`config.mk`:
```
export PLATFORM = sky130hd
export DESIGN_NAME = prco_lmem_arb
export DESIGN_NICKNAME = d
export VERILOG_FILES = /design/src/rtl/prco_lmem_arb.sv
export SDC_FILE = /design/constraint.sdc
export NUM_CORES = 1
export LEC_CHECK = 0
export BUFFER_PORTS_ARGS = -buffer_cell sky130_fd_sc_hd__buf_2
export CAP_MARGIN = 25
export CORE_ASPECT_RATIO = 1.1
export CORE_MARGIN = 3
export CORE_UTILIZATION = 40
export CTS_CLUSTER_DIAMETER = 40
export DETAILED_ROUTE_END_ITERATION = 6
export HOLD_SLACK_MARGIN = 0.05
export MAX_ROUTING_LAYER = met4
export PLACE_DENSITY_LB_ADDON = 0.08
export SYNTH_ARGS = -nofsm -noshare
export SYNTH_HDL_FRONTEND = slang
export SYNTH_SLANG_ARGS = --single-unit
```
`constraint.sdc`:
```
create_clock -name i_clk -period 2.9 [get_ports i_clk]
set_input_delay 0.435 -clock i_clk [delete_from_list [all_inputs] [get_ports i_clk]]
set_output_delay 0.435 -clock i_clk [all_outputs]
set_load 0.02 [all_outputs]
```
`src/rtl/prco_lmem_arb.sv`:
```
// Local-memory port arbiter: instruction fetch (read-only) vs. load/store (read/write).
// One access in flight; fixed read latency P_MEM_LAT; fixed or round-robin tie break.
module prco_lmem_arb #(
    parameter int unsigned P_ADDR_W    = 16,
    parameter int unsigned P_DATA_W    = 16,
    parameter int unsigned P_MEM_LAT   = 1,
    parameter int unsigned P_DATA_PRIO = 0
) (
    input  logic                i_clk,
    input  logic                i_reset,
    input  logic                i_if_req,
    input  logic [P_ADDR_W-1:0] i_if_addr,
    output logic                q_if_ack,
    output logic                q_if_valid,
    output logic [P_DATA_W-1:0] q_if_data,
    input  logic                i_ls_req,
    input  logic                i_ls_we,
    input  logic [P_ADDR_W-1:0] i_ls_addr,
    input  logic [P_DATA_W-1:0] i_ls_wdata,
    output logic                q_ls_ack,
    output logic                q_ls_valid,
    output logic [P_DATA_W-1:0] q_ls_rdata,
    output logic                q_mem_ce,
    output logic                q_mem_we,
    output logic [P_ADDR_W-1:0] q_mem_addr,
    output logic [P_DATA_W-1:0] q_mem_dina,
    input  logic [P_DATA_W-1:0] i_mem_douta,
    output logic                q_busy
);

    if (P_MEM_LAT < 1 || P_MEM_LAT > 7) begin : g_bad_lat
        $error("prco_lmem_arb: P_MEM_LAT must be in 1..7");
    end

    typedef enum logic {StIdle, StAccess} state_t;

    state_t     state;
    logic [2:0] cnt;
    logic       owner_ls;
    logic       owner_we;
    logic       last_ls;
    logic       grant_ls;

    // On a tie, load/store wins under fixed priority or when fetch was granted last.
    assign grant_ls = i_ls_req && (!i_if_req || (P_DATA_PRIO != 0) || !last_ls);

    always_ff @(posedge i_clk or negedge i_reset) begin
        if (!i_reset) begin
            state      <= StIdle;
            cnt        <= 3'd0;
            owner_ls   <= 1'b0;
            owner_we   <= 1'b0;
            last_ls    <= 1'b1;
            q_if_ack   <= 1'b0;
            q_if_valid <= 1'b0;
            q_if_data  <= '0;
            q_ls_ack   <= 1'b0;
            q_ls_valid <= 1'b0;
            q_ls_rdata <= '0;
            q_mem_ce   <= 1'b0;
            q_mem_we   <= 1'b0;
            q_mem_addr <= '0;
            q_mem_dina <= '0;
            q_busy     <= 1'b0;
        end else begin
            q_if_ack   <= 1'b0;
            q_ls_ack   <= 1'b0;
            q_if_valid <= 1'b0;
            q_ls_valid <= 1'b0;
            q_mem_ce   <= 1'b0;
            q_mem_we   <= 1'b0;
            unique case (state)
                StIdle: begin
                    if (i_if_req || i_ls_req) begin
                        owner_ls   <= grant_ls;
                        owner_we   <= grant_ls && i_ls_we;
                        last_ls    <= grant_ls;
                        q_if_ack   <= !grant_ls;
                        q_ls_ack   <= grant_ls;
                        q_mem_ce   <= 1'b1;
                        q_mem_we   <= grant_ls && i_ls_we;
                        q_mem_addr <= grant_ls ? i_ls_addr : i_if_addr;
                        q_mem_dina <= grant_ls ? i_ls_wdata : '0;
                        cnt        <= 3'd0;
                        q_busy     <= 1'b1;
                        state      <= StAccess;
                    end
                end
                StAccess: begin
                    if (cnt == 3'(P_MEM_LAT)) begin
                        state  <= StIdle;
                        q_busy <= 1'b0;
                        if (owner_ls) begin
                            q_ls_valid <= 1'b1;
                            if (!owner_we) begin
                                q_ls_rdata <= i_mem_douta;
                            end
                        end else begin
                            q_if_valid <= 1'b1;
                            q_if_data  <= i_mem_douta;
                        end
                    end else begin
                        cnt <= cnt + 3'd1;
                    end
                end
                default: state <= StIdle;
            endcase
        end
    end

endmodule
```
==> out/summary.txt, run 1 <==
Max Transition Viols Final - 0
Synth Net Count - 270
sw frac - 0.375
sequential-to-total area share from yosys stat - 0.643
Design Power - 4.91 mW
CTS resizes - 0
Congestion Overflow GR - 0
Routed WL per cell - 15.8 um
status - finished, final reports clean
Critical Path Start Type - flip-flop
Setup violations, final - 0
setup slack, reg-to-reg - 1.16 ns
clk sinks - 78
DRC Markers - 0
leading area contributor after synthesis - dfrtp_1
share of cells above drive strength 1 - 0.559
top cell types by occurrence after synthesis - dfrtp_1 (77), mux2_2 (22), a22o_1 (17), a221o_1 (16), and2_1 (11)
CTS H-tree depth - 3
Fin. Hold Viols - 0
Main synth FF type - dfrtp_1
CP required - 3.12 ns
max_cap viols - 0
fillers - 631
synth top area cells - dfrtp_1 (63%), mux2_2 (8.2%), a221o_1 (5.3%), mux2_4 (4.9%), a22o_1 (4.9%)
pwr/cell area - 1210 mW/mm^2
total track usage - 0.167
Worst path max stage delay - 0.40 ns
PortBufs - 139
Slowest cell on crit path - dfrtp_1
global-route wire length before repair - 11,000 um
Antenna Cells - 0
Boundary Pins - 140
initial antenna violation count - 0
number of global-route vias before repair - 2,195
Die Wd - 89.1 um
fmax - 573 MHz
Hold Path End - q_mem_dina[7]
Avg Cell Area, Syn - 15.3 um^2
DRT Wirelength - 6860 um
Buf+Inv Stages, Crit Path - 2
Met3 Wirelength - 607 um
clock share of power - 0.180
hpwl dp - 4880 um
Slew @ Worst Pin - 0.552 ns
depth of the worst hold-timing path - 2
Pleak - 2.14 nW
Clk Latency, worst-skew pair - 0.34 ns
cell area after synthesis - 0.00304 mm^2
drt first pass iters - 4
CP endpoint kind - flip-flop
RSZ-0062 raised after global routing - no
vias - 2,155
initial core utilization - 0.421
critical-path cell list - inv_1 > ha_1 > and4b_1 > and2b_1 > buf_4 > mux2_2
worst-path fanout max - 16
core footprint - 0.00721 mm^2
Async SR Flop Fraction - 1.00
YS warnings - 0
Tmin final - 1.74 ns
cell count after synthesis - 199
Max clock buf depth - 2
Worst Hold Class - in2reg
Setup WS pre-CTS - 1.13 ns
worst vdd ir - 0.572 mV
CTS Buf Count - 9
CTS clk-pin slew, worst paths - 0.07 ns
delay-heaviest family, CP - flip-flops
# rows - 32
P_int - 3.07 mW
Post CTS Setup Buffer Count - 0
largest net degree at the start of global routing - 79
final worst setup slack - 1.16 ns
top sig layer - met4
number of flops mapped to enable cells by yosys - 0
die area - 0.00867 mm^2
most common cell in the synthesized netlist - dfrtp_1
worst r2r src - cnt[1]
metal2 WL - 3210 um
Die Ht - 97.4 um
Yosys reg bits - 78
Final ANT Viol Nets - 0
GPL Wtd Cong - 0.729
Levels on crit path - 6
critical path data arrival time - 1.97 ns
CTS tree - yes
Hold WS - 0.310 ns
area grow syn2layout - 33.6%
Setup CP Type - reg2reg
Switch Pwr - 1.84 mW
final cycle utilization of the critical path - 0.602
Reg power frac - 0.383
R2R cell count - 6
drt initial violations - 68
Distinct cells, synth - 27
Final #Nets - 415
Slew headroom - 0.632
Gate power share - 0.438
Synth top area share - 0.635
Clock Skew - 0.0107 ns
reg2reg end - q_ls_rdata[5]
Worst Hold Launch - i_ls_wdata[7]
Fin Setup TNS - 0 ns
Root Buffer - clkbuf_8
DR vias/cell - 4.97
met1 WL - 2960 um
## area by class of cell
| type | count | area [um^2] | share of cell area |
|---|---|---|---|
| Clock buffer | 12 | 145 | 0.0358 |
| Clock inverter | 4 | 70.1 | 0.0173 |
| Inverter | 5 | 18.8 | 0.00463 |
| Multi-Input combinational cell | 104 | 991 | 0.244 |
| Sequential cell | 78 | 1950 | 0.481 |
| Tap cell | 85 | 106 | 0.0262 |
| Timing Repair Buffer | 146 | 773 | 0.191 |
## layout by cell type, fill, tap and decap left out
master,synthesis,final
buf_2,7,138
dfrtp_1,77,77
mux2_2,22,22
a22o_1,17,17
a221o_1,16,16
and2_1,11,11
mux2_4,10,10
clkbuf_8,0,10
and2_0,6,6
buf_4,0,6
inv_1,5,5
nand2_1,4,4
mux2i_1,3,3
nor2_1,2,2
a21o_1,2,2
ha_1,2,2
clkinv_2,0,2
bufinv_16,0,2
clkbuf_1,2,2
o21bai_2,0,1
o21ai_0,1,1
a211oi_4,0,1
and4b_1,1,1
nand3b_1,1,1
nor2_2,1,1
o211a_1,1,1
and2b_1,1,1
o21a_1,1,1
dlygate4sd3_1,0,1
dfstp_2,1,1
buf_16,0,1
## layer usage
layer / vias up / GRT usage
li1: 1010 / -
met5: - / -
met3: 8 / 0.0526
met4: 0 / 0.0619
met2: 95 / 0.253
met1: 1042 / 0.211
## flip-flops by register name (all words and copies together), names as in the netlist, 3 cells and up
register and count:
cnt 3, q_mem_dina 16, q_ls_rdata 16, q_if_data 16, q_mem_addr 16
## power groups by stage
stage | sequential, mW | clock, mW | combinational (mW)
after global placement | 1.90 | 0 | 2.14
after detailed placement | 1.89 | 0 | 2.19
after floorplan | 2.45 | 0 | 0.893
after CTS | 1.89 | 0.911 | 2.18
after global routing | 1.96 | 0.958 | 2.33
final | 1.88 | 0.883 | 2.15
## worst max-delay path by stage
stage	from	to	slack [ns]
after floorplan	cnt[0]	q_ls_rdata[10]	1.27
after global placement	cnt[1]	q_ls_rdata[3]	1.20
after detailed placement	cnt[1]	q_ls_rdata[0]	1.13
after CTS	cnt[1]	q_ls_rdata[5]	1.13
after global routing	cnt[1]	q_ls_rdata[4]	1.02
final	cnt[1]	q_ls_rdata[5]	1.16
## kinds of logic (layout without fill, tap and decap cells)
logic type               after synthesis  in the layout  share of synthesized area
flip-flops                            78             78                      0.643
AO/OA/AOI/OAI                         40             40                      0.121
multiplexers                          35             35                      0.141
AND/OR/NAND/NOR                       27             27                     0.0527
buffers and inverters                 17            167                     0.0342
adder cells (fa/ha/maj)                2              2                    0.00824
## stage by stage
| stage | utilization | area, um^2 | std cells |
|---|---|---|---|
| 2_1_floorplan | - | 3040 | 199 |
| 3_3_place_gp | 0.528 | 3800 | 416 |
| 3_5_place_dp | 0.528 | 3800 | 416 |
| 4_1_cts | 0.558 | 4020 | 432 |
| 5_1_grt | 0.563 | 4060 | 434 |
| 6_report | 0.563 | 4060 | 434 |
## what timing repair did
item,in CTS,in global routing
hold buffers,0,1
hold endpoints to repair,0,14
endpoints found under the setup margin,0,0
(Power assumes the default switching activity.)
==> run 2: changes to the inputs <==
ABC_AREA = 1   (was not set)
clock period = 1.67 ns   (was 2.9 ns; I/O delays follow)
==> run 2 against run 1 <==
Net effect:
- count of clock-buffer cells in the layout fell by 1
- total power rose by 83%
- die area increased by 6.5%
- clock skew shrank 0.0029 ns
==> out/summary.txt, run 2 <==
CTS H-tree depth - 3
die area - 0.00924 mm^2
Max Transition Viols Final - 0
Yosys reg bits - 78
Final ANT Viol Nets - 0
CTS clk-pin slew, worst paths - 0.08 ns
YS warnings - 0
Clock Skew - 0.00784 ns
drt initial violations - 47
number of global-route vias before repair - 2,943
CTS tree - yes
Inst Count DP - 622
post-route cell area - 0.00441 mm^2
synth top area cells - dfrtp_1 (59%), nand2_1 (22%), nand3b_1 (3.5%), nand3_1 (3.2%), o21ai_0 (2.8%)
commonest non-fill, non-tap cell in the layout - nand2_1
PortBufs - 139
DRC Markers - 0
Placed Area - 0.00415 mm^2
final cycle utilization of the critical path - 0.798
Design Power - 8.99 mW
Async SR Flop Fraction - 1.00
Avg Cell Area, Syn - 8.61 um^2
CTS Buf Count - 9
Die Ht - 100 um
Fin Setup TNS - 0 ns
Antenna Cells - 0
cell area after synthesis - 0.00325 mm^2
worst vdd ir - 0.849 mV
Slew @ Worst Pin - 0.356 ns
Critical Path Start Type - flip-flop
share of cells above drive strength 1 - 0.341
Synth Net Count - 448
fmax - 750 MHz
Final #Nets - 600
Final Core Density - 0.575
Distinct cells, synth - 21
Routed WL per cell - 12.8 um
Pleak - 2.57 nW
max_cap viols - 0
Root Buffer - clkbuf_8
initial core utilization - 0.423
Finished Layout Cells - 639
global-route wire length before repair - 13,600 um
Fin. Hold Viols - 0
clk sinks - 78
most common cell in the synthesized netlist - nand2_1
GPL Wtd Cong - 0.760
DRT Wirelength - 8150 um
Setup violations, final - 0
RSZ-0062 raised after global routing - no
commonest non-fill, non-tap cells in the layout - nand2_1 (187), buf_2 (138), dfrtp_1 (77)
initial antenna violation count - 0
Slew headroom - 0.763
Max clock buf depth - 2
Congestion Overflow GR - 0
leading area contributor after synthesis - dfrtp_1
footprint of the multi-input gates - 0.00113 mm^2
largest net degree at the start of global routing - 39
pwr/cell area - 2040 mW/mm^2
fillers - 770
hpwl dp - 5990 um
Setup CP Type - reg2reg
Main synth FF type - dfrtp_1
area grow syn2layout - 36.0%
FF/Latch Area - 0.00195 mm^2
# rows - 33
vias - 2,898
sequential-to-total area share from yosys stat - 0.602
core footprint - 0.00768 mm^2
DR vias/cell - 4.54
Synth top area share - 0.593
cell count after synthesis - 377
number of flops mapped to enable cells by yosys - 0
CP required - 1.91 ns
Clk Latency, worst-skew pair - 0.35 ns
CP endpoint kind - flip-flop
status - finished, final reports clean
Die Wd - 91.9 um
total track usage - 0.191
top cell types by occurrence after synthesis - nand2_1 (187), dfrtp_1 (77), inv_1 (22), nand3_1 (21), o21ai_0 (18)
drt first pass iters - 4
worst-path fanout max - 17
Worst Hold Class - in2reg
Boundary Pins - 140
Tmin final - 1.33 ns
critical path data arrival time - 1.57 ns
run 2: worst max-delay path, cell delays in order, from the launching register on:
cell	delay (ns)
dfrtp_1	0.41
ha_1	0.23
nand2_1	0.11
inv_1	0.06
nand2_2	0.06
clkinv_1	0.05
buf_4	0.19
nand2_1	0.08
nand2_1	0.05
run 2: layout make-up:
cell class,instances,share of cell area
timing repair buffer,156,0.193
tap,105,0.0298
multi-input combinational,260,0.256
clock inverter,5,0.0235
clock buffer,11,0.0343
inverter,24,0.0204
sequential,78,0.442
run 2: power breakdown:
part           internal [mW]  switching (mW)  leakage (nW)
clock network           1.08           0.680         0.130
logic                   1.35            2.60          1.47
registers               2.81           0.477         0.967
run 2: metal layers:
metal  vias to the layer above  track usage  wire length (um)
met1                      1337        0.229              3610
met5                         -            -                 0
li1                       1465            -                 -
met4                         0       0.0651               118
met3                        11       0.0515               570
met2                        85        0.314              3860
run 2: what timing repair did:
action,CTS,global route
setup buffers,0,0
endpoints found under the hold margin,24,0
hold buffers,1,0
resized for setup,0,0
run 2: path summary, 6_finish.rpt:
kind                                  endpoint  cells after the start            from  slack (ns)
worst max-delay path              q_if_data[6]                      8          cnt[0]        0.34
worst min register to register  q_mem_addr[12]                      2  q_mem_addr[12]        0.48
worst min-delay path             q_mem_dina[8]                      3   i_ls_wdata[8]        0.09
max in group asynchronous              last_ls                      3         i_reset        0.71
worst max register to register    q_if_data[6]                      8          cnt[0]        0.34
min in group asynchronous       q_mem_dina[15]                      2         i_reset        0.35
run 2: per-stage QoR:
| stage | worst slack, ns | hold slack, ns |
|---|---|---|
| floorplan | 0.265 | -0.0451 |
| global placement | 0.392 | 0.184 |
| detailed placement | 0.342 | 0.185 |
| CTS | 0.332 | 0.0704 |
| global route | 0.172 | 0.0721 |
| finish | 0.337 | 0.0892 |
run 2: kinds of logic (layout without fill, tap and decap cells):
| family | Yosys count | in the layout | synth area share |
|---|---|---|---|
| XOR/XNOR | 1 | 1 | 0.00270 |
| buffers and inverters | 39 | 196 | 0.0512 |
| adder cells (fa/ha/maj) | 2 | 2 | 0.00771 |
| AND/OR/NAND/NOR | 238 | 238 | 0.308 |
| flip-flops | 78 | 78 | 0.602 |
| AO/OA/AOI/OAI | 19 | 19 | 0.0293 |
